**src/rtl/zorro_pkg.sv**
```systemverilog
// zorro_pkg: shared state encodings and strobe constants for the Zorro III master sequencer.
package zorro_pkg;
  localparam logic [2:0] S_IDLE    = 3'd0;
  localparam logic [2:0] S_ADDR    = 3'd1;
  localparam logic [2:0] S_STROBE  = 3'd2;
  localparam logic [2:0] S_DATA    = 3'd3;
  localparam logic [2:0] S_TERM    = 3'd4;
  localparam logic [2:0] S_RELEASE = 3'd5;
  localparam logic [3:0] DS_IDLE   = 4'hF;
endpackage

```
**src/rtl/zorro_sync2.sv**
```systemverilog
// zorro_sync2: two-flop synchronizer with asynchronous reset to a chosen level.
module zorro_sync2 #(
  parameter logic RST_VAL = 1'b0
) (
  input  logic CLK,
  input  logic RESET_n,
  input  logic d,
  output logic q
);
  logic meta;
  always_ff @(posedge CLK or negedge RESET_n)
    if (!RESET_n) {q, meta} <= {RST_VAL, RST_VAL};
    else {q, meta} <= {meta, d};
endmodule

```
**src/rtl/zorro_master_cycle.sv**
```systemverilog
// zorro_master_cycle: turns local master requests into complete Zorro III bus cycles.
module zorro_master_cycle
  import zorro_pkg::*;
#(
  parameter int TIMEOUT_CYCLES = 255
) (
  input  logic        CLK,
  input  logic        RESET_n,
  input  logic        MYBUS_n,
  input  logic        L_REQ,
  input  logic        L_WRITE,
  input  logic [31:0] L_ADDR,
  input  logic [3:0]  L_BE,
  input  logic [31:0] L_WDATA,
  output logic [31:0] L_RDATA,
  output logic        L_ACK,
  output logic        L_ERR,
  output logic        FCS_ACT,
  output logic [31:0] Z_ADDR,
  output logic        Z_ADDR_OE,
  output logic        Z_READ,
  output logic        Z_FCS_n,
  output logic [3:0]  Z_DS_n,
  output logic        Z_DOE,
  output logic [31:0] Z_DATA_OUT,
  output logic        Z_DATA_OE,
  input  logic [31:0] Z_DATA_IN,
  input  logic        Z_DTACK_n,
  input  logic        Z_BERR_n
);
  localparam int CW = $clog2(TIMEOUT_CYCLES);
  logic [2:0]    state;
  logic [CW-1:0] cnt;
  logic [3:0]    be;
  logic          dtack_s, berr_s;
  zorro_sync2 #(.RST_VAL(1'b0)) u_dtack (.CLK(CLK), .RESET_n(RESET_n), .d(~Z_DTACK_n), .q(dtack_s));
  zorro_sync2 #(.RST_VAL(1'b0)) u_berr  (.CLK(CLK), .RESET_n(RESET_n), .d(~Z_BERR_n),  .q(berr_s));
  assign FCS_ACT = ~Z_FCS_n;
  always_ff @(posedge CLK or negedge RESET_n)
    if (!RESET_n) begin
      state      <= S_IDLE;
      cnt        <= '0;
      be         <= '0;
      Z_ADDR     <= '0;
      Z_DATA_OUT <= '0;
      Z_READ     <= 1'b1;
      Z_ADDR_OE  <= 1'b0;
      Z_FCS_n    <= 1'b1;
      Z_DS_n     <= DS_IDLE;
      Z_DOE      <= 1'b0;
      Z_DATA_OE  <= 1'b0;
      L_RDATA    <= '0;
      L_ACK      <= 1'b0;
      L_ERR      <= 1'b0;
    end else begin
      L_ACK <= 1'b0;
      case (state)
        S_IDLE:
          if (L_REQ && !MYBUS_n) begin
            state      <= S_ADDR;
            Z_ADDR     <= L_ADDR;
            Z_READ     <= ~L_WRITE;
            Z_DATA_OUT <= L_WDATA;
            be         <= L_BE;
            Z_ADDR_OE  <= 1'b1;
          end
        S_ADDR:
          if (MYBUS_n) begin
            state     <= S_IDLE;
            Z_ADDR_OE <= 1'b0;
          end else begin
            state   <= S_STROBE;
            Z_FCS_n <= 1'b0;
          end
        S_STROBE: begin
          state     <= S_DATA;
          Z_DOE     <= 1'b1;
          Z_DS_n    <= Z_READ ? 4'h0 : ~be;
          Z_DATA_OE <= ~Z_READ;
          cnt       <= '0;
        end
        S_DATA:
          if (berr_s || dtack_s || cnt == CW'(TIMEOUT_CYCLES - 1)) begin
            // BERR outranks DTACK; a timeout without either is an error
            state     <= S_TERM;
            L_ACK     <= 1'b1;
            L_ERR     <= berr_s || !dtack_s;
            L_RDATA   <= (dtack_s && !berr_s && Z_READ) ? Z_DATA_IN : L_RDATA;
            Z_FCS_n   <= 1'b1;
            Z_DS_n    <= DS_IDLE;
            Z_DOE     <= 1'b0;
            Z_DATA_OE <= 1'b0;
            Z_ADDR_OE <= 1'b0;
          end else cnt <= cnt + 1'b1;
        S_TERM:
          state <= S_RELEASE;
        S_RELEASE:
          if (!dtack_s && !berr_s) state <= S_IDLE;
        default:
          state <= S_IDLE;
      endcase
    end
endmodule

```
**config.mk**
```make
export PLATFORM = sky130hd
export DESIGN_NAME = zorro_master_cycle
export DESIGN_NICKNAME = d
export VERILOG_FILES = /design/src/rtl/zorro_pkg.sv /design/src/rtl/zorro_sync2.sv /design/src/rtl/zorro_master_cycle.sv
export SDC_FILE = /design/constraint.sdc
export NUM_CORES = 1
export LEC_CHECK = 0
export ABC_AREA = 0
export CAP_MARGIN = 20
export CORE_MARGIN = 10
export CORE_UTILIZATION = 50
export CTS_BUF_LIST = sky130_fd_sc_hd__clkbuf_8
export CTS_CLUSTER_SIZE = 30
export DETAILED_ROUTE_END_ITERATION = 6
export DONT_BUFFER_PORTS = 1
export GPL_ROUTABILITY_DRIVEN = 0
export SYNTH_ARGS = -nofsm -noshare
export SYNTH_HDL_FRONTEND = slang
export SYNTH_SLANG_ARGS = --single-unit
```
**constraint.sdc**
```tcl
create_clock -name CLK -period 4.1 [get_ports CLK]
set_input_delay 0.615 -clock CLK [delete_from_list [all_inputs] [get_ports CLK]]
set_output_delay 0.615 -clock CLK [all_outputs]
set_load 0.03 [all_outputs]
```
==> impl_results.md, run 1 <==
* Status: finished, final reports clean
* Worst slew margin at 35.0%
* Routed WL per cell at 22.8 microns
* Worst EP required at 4410 ps
* Crit Path Max Fanout at 71
* Final period util at 53.6%
* Placed insts at 442
* Setup TNS at 0 ps
* Clock Path Buffers at 2
* TritonCTS buffer count at 17
* Slew Viols, Final at 0
* Type of destination of the critical path: flop
* Routed Antenna Nets at 0
* Post-Layout Cell Count at 476
* CTS H-Tree Depth at 4
* Final hold vios at 0
* Io pins at 215
* P_int at 2.99 mW
* Peak VDD IR at 0.417 mV
* Max_cap viols at 0
* Worst-path clk slew at 70 ps
* Worst min path class: primary input to asynchronous set/reset pin
* Commonest non-fill, non-tap cells in the layout: dfrtp_1, mux2_2, mux2_1, clkbuf_8, o21ai_0
* EDFF count, synth at 0
* Max Clock Skew at 10.2 ps
* Worst Path Buf+Inv at 0
* Sequential cell area at 0.00316 sq mm
* Row count at 36
* Gate power share at 15.0%
* Core Area at 0.00964 sq mm
* Dominant synthesized flop cell: dfrtp_1
* Total Power at 5.32 mW
* Crit path time final at 2200 ps
* Crit path DAT at 2510 ps
* Largest net degree at the start of global routing at 121
* Pwr dens at 970 mW/mm^2
* Clock latency on the worst-skew pair at 430 ps
* Cts repair resizes at 0
* Antenna violations before repair at 1
* CTS root buf: clkbuf_8
* CP Cell Sequence: nor2_1 > nand3_4 > mux2_2
* P&R area growth vs syn at 11.8%
* Nets at 439
* First-pass GRT wire length at 17,100 microns
* Port Buffers at 0
* Worst path max stage delay at 740 ps
* Cell area after synthesis at 0.00490 sq mm
* CTS tree: built
* P_sw at 2.33 mW
* Multi-input combinational cell area at 0.00166 sq mm
* Critical Path Start Type: flop
* Syn. warnings at 0
* Hold_ws at 78.7 ps
* Seq/Total Area, Yosys at 64.5%
* Clock share of power at 21.5%
* Sink Count at 126
* Layout cells sized above 1 at 36.3%
* Post-synth ARST share at 100%
* RSZ-0062 raised after global routing: no
* Static Leak at 2.43 nW
* Synth Register Bits at 126
* CP delay by family, top: simple AND/OR/NAND/NOR gates
* Die Ht at 119 microns
* Initial Utilization at 50.8%
* Detailed Route WL at 10,900 microns
* Dpl hpwl at 7700 microns
* DR iter-0 viols at 126
* Unique cell type count in the Yosys netlist at 36
* Die width at 119 microns
* Worst-Margin Slew at 967 ps
* Commonest non-fill, non-tap cell in the layout: dfrtp_1
* GRT Overall Usage at 15.6%
* Vias in the first global route at 2,872
* Sequential fraction of design power at 63.4%
* Die area at 0.0142 sq mm
* Critical path class: flop to flop
* Syn avg cell area at 15.2 sq um
* Net Sw Frac at 43.9%
* Fillers at 812
* Post-Synthesis Cells at 322
* DR vias at 2,654
* Slowest-stage cell, CP: nand3_4
* Final Setup Violations at 0
* Fmax at 455 MHz
* Drt pass-1 iters at 4
* Via-to-Cell Ratio at 5.58
* Gr ovfl total at 0
* Syn_nets at 431
* DRC at 0
==> final timing paths <==
check / end / depth (start not counted) / from / slack, ps
hold / removal: L_RDATA[25]$_DFFE_PN0P_ / 1 / RESET_n / 80
hold reg to reg: u_berr.q$_DFF_PN0_ / 0 / u_berr.meta$_DFF_PN0_ / 350
setup reg to reg: Z_DATA_OUT[0]$_DFFE_PN0P_ / 3 / state[1]$_DFFE_PN0P_ / 1900
max in group asynchronous: Z_FCS_n$_DFFE_PN1P_ / 1 / RESET_n / 3290
min in group CLK: u_berr.meta$_DFF_PN0_ / 1 / Z_BERR_n / 240
setup / recovery: Z_DATA_OUT[0]$_DFFE_PN0P_ / 3 / state[1]$_DFFE_PN0P_ / 1900
==> cell families after synthesis <==
logic type	after synthesis	synth area share [%]
adders and majority gates	2	0.511
AOI/OAI and AO/OA	38	5.13
xor gates and xnor gates	1	0.179
muxes	101	24.0
DFF	126	64.5
buffers and inverters	20	1.92
and+or+nand+nor	34	3.81
==> synth_stat cells (all sizes together), types with 2 or more instances <==
master | instances | area (sq um)
o21a | 4 | 30.0
nor3 | 4 | 20.0
mux2 | 100 | 1160
o211ai | 2 | 20.0
nand3 | 7 | 35.0
o21ai | 13 | 65.1
a31oi | 2 | 12.5
and3 | 2 | 12.5
ha | 2 | 25.0
dfrtp | 120 | 3000
o31a | 4 | 35.0
a21oi | 7 | 35.0
inv | 7 | 26.3
nor2 | 6 | 25.0
or2 | 2 | 12.5
buf | 13 | 67.6
dfstp | 6 | 158
nand2 | 8 | 30.0
==> area by class of cell <==
class                           count  share of cell area (%)
Sequential cell                   126                    57.7
Multi-Input combinational cell    176                    30.3
Clock buffer                       17                    4.27
Clock inverter                     14                    3.56
Tap cell                          133                    3.04
Timing Repair Buffer                2                   0.685
Inverter                            7                   0.479
Antenna cell                        1                  0.0457
==> state kept, by name, indices dropped and copies added, names as in the netlist <==
name and count:
u_dtack.meta 1, Z_ADDR 32, state 3, u_berr.q 1, u_berr.meta 1, be 4
u_dtack.q 1, Z_DS_n 4, Z_DATA_OUT 32, cnt 8, Z_DOE 1, Z_ADDR_OE 1
Z_FCS_n 1, Z_DATA_OE 1, L_ERR 1, L_RDATA 32, L_ACK 1, Z_READ 1
==> power by group through the flow <==
stage,Clock (mW),Sequential [mW],Combinational [mW]
2_1_floorplan,0,3.21,0.699
3_3_place_gp,0,3.42,0.750
3_5_place_dp,0,3.42,0.789
4_1_cts,1.19,3.41,0.814
5_1_grt,1.24,3.47,0.899
6_report,1.14,3.37,0.800
==> metrics by stage <==
step	utilization, %	instance area, sq um	worst slack [ps]
after global placement	52.0	5010	1790
after floorplan	-	4900	2510
after global routing	56.8	5480	1690
final	56.9	5480	1900
after CTS	56.8	5480	1870
after detailed placement	52.0	5010	1740
==> per-layer routing <==
metal	share of wire (%)	up-vias	global-route usage [%]
met4	1.2	0	6.41
met5	0	-	0
li1	-	1165	-
met3	15	11	11.5
met1	36	1332	16.5
met2	47	146	23.4
==> timing repair <==
item / 4_1_cts / 5_1_grt
setup buffers: 0 / 0
hold buffers: 2 / 0
hold endpoints to repair: 120 / 0
(Power assumes the default switching activity.)
==> inputs of run 2 (changes only) <==
==> constraint.sdc (replaced) <==
create_clock -name CLK -period 2.3 [get_ports CLK]
set_input_delay 0.345 -clock CLK [delete_from_list [all_inputs] [get_ports CLK]]
set_output_delay 0.345 -clock CLK [all_outputs]
set_load 0.03 [all_outputs]
==> impl_results.md, run 2 (same netlist as run 1, synthesis figures left out) <==
* Status: complete, but fails checks
* Failing checks: negative hold slack
* Max Clock Skew at 10.4 ps (+0.233 ps)
* Nets at 444 (+1.1%)
* Slew Viols, Final at 0 (unchanged)
* Reg2reg start: state[2]$_DFFE_PN0P_
* Crit path DAT at 2420 ps (-90 ps)
* CTS root buf: clkbuf_8
* Layout cells sized above 1 at 36.5% (+0.24 points)
* Worst-Margin Slew at 664 ps (-303 ps)
* Pwr dens at 1700 mW/mm^2 (+75%)
* R2R setup slack at 170 ps (-1730 ps)
* RSZ-0062 raised after global routing: no
* Row count at 36 (unchanged)
* CTS tree: built
* Crit path time final at 2130 ps (-70.8 ps)
* Worst slew margin at 55.6% (+21 points)
* Ant diodes at 0 (-1)
* Crit Path Max Fanout at 32 (-55%)
* Sequential fraction of design power at 64.5% (+1.1 points)
* Core Area at 0.00964 sq mm (unchanged)
* Initial Utilization at 50.8% (unchanged)
* GRT Overall Usage at 15.3% (-0.36 points)
* Drt pass-1 iters at 4 (unchanged)
* Port Buffers at 0 (unchanged)
* Die Ht at 119 microns (unchanged)
* Worst-path clk slew at 80 ps (about the same)
* DR iter-0 viols at 152 (+21%)
* Hold_buf cts at 3 (+1)
* Sequential cell area at 0.00316 sq mm (unchanged)
* Detailed Route WL at 10,900 microns (+0.27%)
* First-pass GRT wire length at 16,800 microns (-1.6%)
* Max_cap viols at 0 (unchanged)
* Die width at 119 microns (unchanged)
* TritonCTS buffer count at 17 (unchanged)
* Worst EP required at 2590 ps (-1820 ps)
* Gate power share at 15.2% (+0.2 points)
* Antenna violations before repair at 0 (-1)
* Setup Fix Bufs, Post-CTS at 0 (unchanged)
* P_int at 5.19 mW (+74%)
* DRC at 0 (unchanged)
* Vias in the first global route at 2,883 (+0.38%)
* P_sw at 4.15 mW (+78%)
* Final Setup Violations at 0 (unchanged)
* Routed WL per cell at 22.6 microns (-0.78%)
* DR vias at 2,623 (-1.2%)
* Biggest regs: L_RDATA (32), Z_ADDR (32), Z_DATA_OUT (32)
* Dpl hpwl at 8020 microns (+4.1%)
* Die area at 0.0142 sq mm (unchanged)
* Static Leak at 2.45 nW (+0.66%)
* Routed Antenna Nets at 0 (unchanged)
* Commonest non-fill, non-tap cells in the layout: dfrtp_1, mux2_2, mux2_1, clkbuf_8, o21ai_0
* Final hold vios at 126 (+126)
* Fmax at 470 MHz (+3.3%)
* Clock Path Buffers at 2 (unchanged)
* Via-to-Cell Ratio at 5.45 (-2.2%)
* Net Sw Frac at 44.4% (+0.57 points)
* Sink Count at 126 (unchanged)
* Reg2reg end: L_RDATA[23]$_DFFE_PN0P_
* Peak VDD IR at 0.793 mV (+90%)
* Hold_ws at -387 ps (-465 ps)
* FF-to-FF path depth at 3 (unchanged)
* Final period util at 92.4% (+39 points)
* Cts repair resizes at 0 (unchanged)
* Type of destination of the critical path: flop
* Clock latency on the worst-skew pair at 420 ps (about the same)
* Commonest non-fill, non-tap cell in the layout: dfrtp_1
* Multi-input combinational cell area at 0.00166 sq mm (unchanged)
* Setup TNS at 0 ps (unchanged)
* Fillers at 793 (-2.3%)
* Critical path class: flop to flop
* Worst min path class: primary input to asynchronous set/reset pin
* Io pins at 215 (unchanged)
* CTS H-Tree Depth at 4 (unchanged)
* Worst Setup SP: state[2]$_DFFE_PN0P_
* P&R area growth vs syn at 12.0% (about the same)
* Gr ovfl total at 0 (unchanged)
* Largest net degree at the start of global routing at 127 (+5.0%)
* Clock share of power at 20.4% (-1.1 points)
* Critical Path Start Type: flop
## run 2: worst max path at each step
stage                              endpoint  cells after the start
global route        L_RDATA[28]$_DFFE_PN0P_                      3
CTS                 L_RDATA[10]$_DFFE_PN0P_                      3
finish              L_RDATA[23]$_DFFE_PN0P_                      3
global placement    L_RDATA[14]$_DFFE_PN0P_                      3
detailed placement  L_RDATA[10]$_DFFE_PN0P_                      3
floorplan           L_RDATA[10]$_DFFE_PN0P_                      6
## run 2: routing by layer
metal / part of all wire, % / up-vias / GRT usage [%]
met5: 0 / - / 0
met4: 0.89 / 0 / 5.11
met3: 13 / 9 / 10.6
li1: - / 1179 / -
met1: 37 / 1294 / 16.2
met2: 49 / 141 / 23.8
## run 2: final cells by class
cell class / instances / area share, %
clock buffer: 19 / 4.77
clock inverter: 13 / 2.55
inverter: 7 / 0.479
multi-input combinational: 176 / 30.2
sequential: 126 / 57.6
tap: 133 / 3.03
timing repair buffer: 7 / 1.32
## run 2: power groups by stage
stage	registers, mW	clock network (mW)	logic [mW]
5_1_grt	6.17	2.07	1.57
3_3_place_gp	6.09	0	1.35
3_5_place_dp	6.10	0	1.44
4_1_cts	6.07	1.95	1.44
2_1_floorplan	5.72	0	1.25
6_report	6.02	1.90	1.42
## run 2: worst max-delay path, cell delays in order (launching register included)
cell and delay [ps]:
dfrtp_1 460, and3b_1 420, nand4b_4 580, mux2_1 530
## run 2: through the flow
stage / utilization [%] / instances / total power [mW] / setup slack [ps] / cell area [sq um]
2_1_floorplan: - / 322 / 6.97 / 711 / 4900
3_3_place_gp: 52.4 / 446 / 7.44 / 238 / 5050
3_5_place_dp: 52.4 / 446 / 7.54 / 167 / 5050
4_1_cts: 56.9 / 481 / 9.46 / 164 / 5490
5_1_grt: 56.9 / 481 / 9.81 / 49.5 / 5490
6_report: 56.9 / 481 / 9.33 / 174 / 5490
==> inputs of run 3 (changes only) <==
--- a/config.mk
+++ b/config.mk
@@ -14,6 +14,7 @@
 export DETAILED_ROUTE_END_ITERATION = 6
 export DONT_BUFFER_PORTS = 1
 export GPL_ROUTABILITY_DRIVEN = 0
+export PLACE_DENSITY_LB_ADDON = 0.15
 export SYNTH_ARGS = -nofsm -noshare
 export SYNTH_HDL_FRONTEND = slang
 export SYNTH_SLANG_ARGS = --single-unit
==> constraint.sdc (replaced) <==
create_clock -name CLK -period 2.2 [get_ports CLK]
set_input_delay 0.33 -clock CLK [delete_from_list [all_inputs] [get_ports CLK]]
set_output_delay 0.33 -clock CLK [all_outputs]
set_load 0.03 [all_outputs]
==> impl_results.md, run 3 (same netlist as run 1, synthesis figures left out) <==
* Status: complete, but fails checks
* Failing checks: negative hold slack
* Total Power at 10.0 mW (+7.3%)
* CP Cell Sequence: and3b_1 > nand4b_4 > mux2_1
* Worst EP required at 2490 ps (-100 ps)
* Die width at 119 microns (unchanged)
* Clock latency on the worst-skew pair at 410 ps (about the same)
* Clock Path Buffers at 2 (unchanged)
* Row count at 36 (unchanged)
* Worst Setup Slack, final at 117 ps (-57.4 ps)
* Drt pass-1 iters at 4 (unchanged)
* Io pins at 215 (unchanged)
* Routed Antenna Nets at 0 (unchanged)
* Dpl hpwl at 7960 microns (-0.72%)
* Biggest regs: L_RDATA (32), Z_ADDR (32), Z_DATA_OUT (32)
* Hold_ws at -389 ps (-2.42 ps)
* Crit path DAT at 2370 ps (-50 ps)
* Die area at 0.0142 sq mm (unchanged)
* CTS tree: built
* Layout cells sized above 1 at 36.8% (+0.29 points)
* Die Ht at 119 microns (unchanged)
* Port Buffers at 0 (unchanged)
* Core Area at 0.00964 sq mm (unchanged)
* Max_cap viols at 0 (unchanged)
* Worst-path clk slew at 70 ps (about the same)
* Worst Setup SP: state[2]$_DFFE_PN0P_
* Slowest-stage cell, CP: nand4b_4
* Worst min path class: primary input to asynchronous set/reset pin
* Initial Utilization at 50.8% (unchanged)
* TritonCTS buffer count at 17 (unchanged)
* Reg2reg end: L_RDATA[25]$_DFFE_PN0P_
* Vias in the first global route at 2,999 (+4.0%)
* Gr ovfl total at 0 (unchanged)
* DR iter-0 viols at 144 (-5.3%)
* RSZ-0062 raised after global routing: yes
* First-pass GRT wire length at 17,000 microns (+0.90%)
* Antenna violations before repair at 0 (unchanged)
* Crit Path Max Fanout at 32 (unchanged)
* Worst path max stage delay at 560 ps (-20 ps)
* Peak VDD IR at 0.859 mV (+8.4%)
* Final hold vios at 126 (unchanged)
* Final period util at 94.7% (+2.3 points)
* Multi-input combinational cell area at 0.00166 sq mm (unchanged)
* R2R setup slack at 120 ps (-60 ps)
* Static Leak at 2.47 nW (+0.74%)
* Hold_buf cts at 3 (unchanged)
* Slew Viols, Final at 0 (unchanged)
* CTS H-Tree Depth at 4 (unchanged)
* Critical path class: flop to flop
* Worst slew margin at 55.8% (+0.15 points)
* Pwr dens at 1810 mW/mm^2 (+6.3%)
* Detailed Route WL at 10,800 microns (-0.51%)
* Routed WL per cell at 22.5 microns (-0.51%)
* Via-to-Cell Ratio at 5.51 (+0.95%)
* Critical Path Start Type: flop
* Sink Count at 126 (unchanged)
* FF-to-FF path depth at 3 (unchanged)
* Reg2reg start: state[2]$_DFFE_PN0P_
* Cts repair resizes at 0 (unchanged)
* Fillers at 834 (+5.2%)
* Sequential cell area at 0.00316 sq mm (unchanged)
* Worst-Margin Slew at 662 ps (-2.18 ps)
* Commonest non-fill, non-tap cells in the layout: dfrtp_1, mux2_2, mux2_1, clkbuf_8, o21ai_0
* Post-Layout Cell Count at 481 (unchanged)
* Placed insts at 446 (unchanged)
* Crit path time final at 2080 ps (-42.6 ps)
* DP Worst Slack at 107 ps (-60.7 ps)
* P&R area growth vs syn at 13.0%
* Max Clock Skew at 12.7 ps (+2.32 ps)
* Type of destination of the critical path: flop
* CP endpoint: L_RDATA[25]$_DFFE_PN0P_
* Commonest non-fill, non-tap cell in the layout: dfrtp_1
* Nets at 444 (unchanged)
* CTS root buf: clkbuf_8
* GRT Overall Usage at 15.2% (-0.059 points)
* Fmax at 480 MHz (+2.0%)
* DRC at 0 (unchanged)
* DR vias at 2,648 (+0.95%)
* Final Setup Violations at 0 (unchanged)
* Largest net degree at the start of global routing at 127 (unchanged)
* Ant diodes at 0 (unchanged)
-- run 3: cell types whose count changed in the layout (fill, tap and decap cells not counted), sizes merged --
cell,delta
bufinv,+2
clkbuf,-1
clkinv,-3
inv,+2
-- run 3: how the worst min path moves through the flow --
stage	from	endpoint	slack, ps
after floorplan	RESET_n	L_ACK$_DFF_PN0_	30
after global placement	RESET_n	L_RDATA[12]$_DFFE_PN0P_	40
after detailed placement	RESET_n	L_RDATA[12]$_DFFE_PN0P_	40
after CTS	RESET_n	Z_DATA_OUT[11]$_DFFE_PN0P_	-430
after global routing	RESET_n	L_RDATA[16]$_DFFE_PN0P_	-440
final	RESET_n	L_RDATA[16]$_DFFE_PN0P_	-390
-- run 3: stage by stage --
step	util (%)	hold slack, ps	setup TNS, ps	area (sq um)
floorplan	-	34.4	0	4900
global placement	52.4	38.2	0	5050
detailed placement	52.4	38.4	0	5050
CTS	57.4	-426	0	5540
global route	57.4	-436	-92.4	5540
finish	57.4	-389	0	5540
-- run 3: cell type report --
| type | count | area share [%] |
|---|---|---|
| clock inverter | 14 | 3.68 |
| tap | 133 | 3.01 |
| clock buffer | 18 | 4.48 |
| inverter | 7 | 0.475 |
| sequential | 126 | 57.1 |
| timing repair buffer | 7 | 1.31 |
| multi-input combinational | 176 | 30.0 |
-- run 3: where the power goes --
group | internal [mW] | switching (mW)
sequential | 3.40 | 2.85
combinational | 0.955 | 0.573
clock | 1.29 | 0.948
-- run 3: per-layer routing --
| metal | up-vias | track usage (%) | part of all wire [%] | wire length [microns] |
|---|---|---|---|---|
| met1 | 1315 | 15.5 | 36 | 3920 |
| met3 | 11 | 11.0 | 15 | 1570 |
| met5 | - | 0 | 0 | 0 |
| li1 | 1170 | - | - | - |
| met4 | 0 | 5.65 | 1.4 | 156 |
| met2 | 152 | 23.8 | 48 | 5180 |
-- run 3: worst max-delay path: cells and delay by family (launching register included) --
| kind | cells | cell delay [ps] |
|---|---|---|
| DFF | 1 | 450 |
| muxes | 1 | 530 |
| and+or+nand+nor | 2 | 960 |
-- run 3: timing repair --
action / CTS / global route
endpoints found under the hold margin: 129 / 126
setup buffers: 0 / 0
setup endpoints to repair: 0 / 16
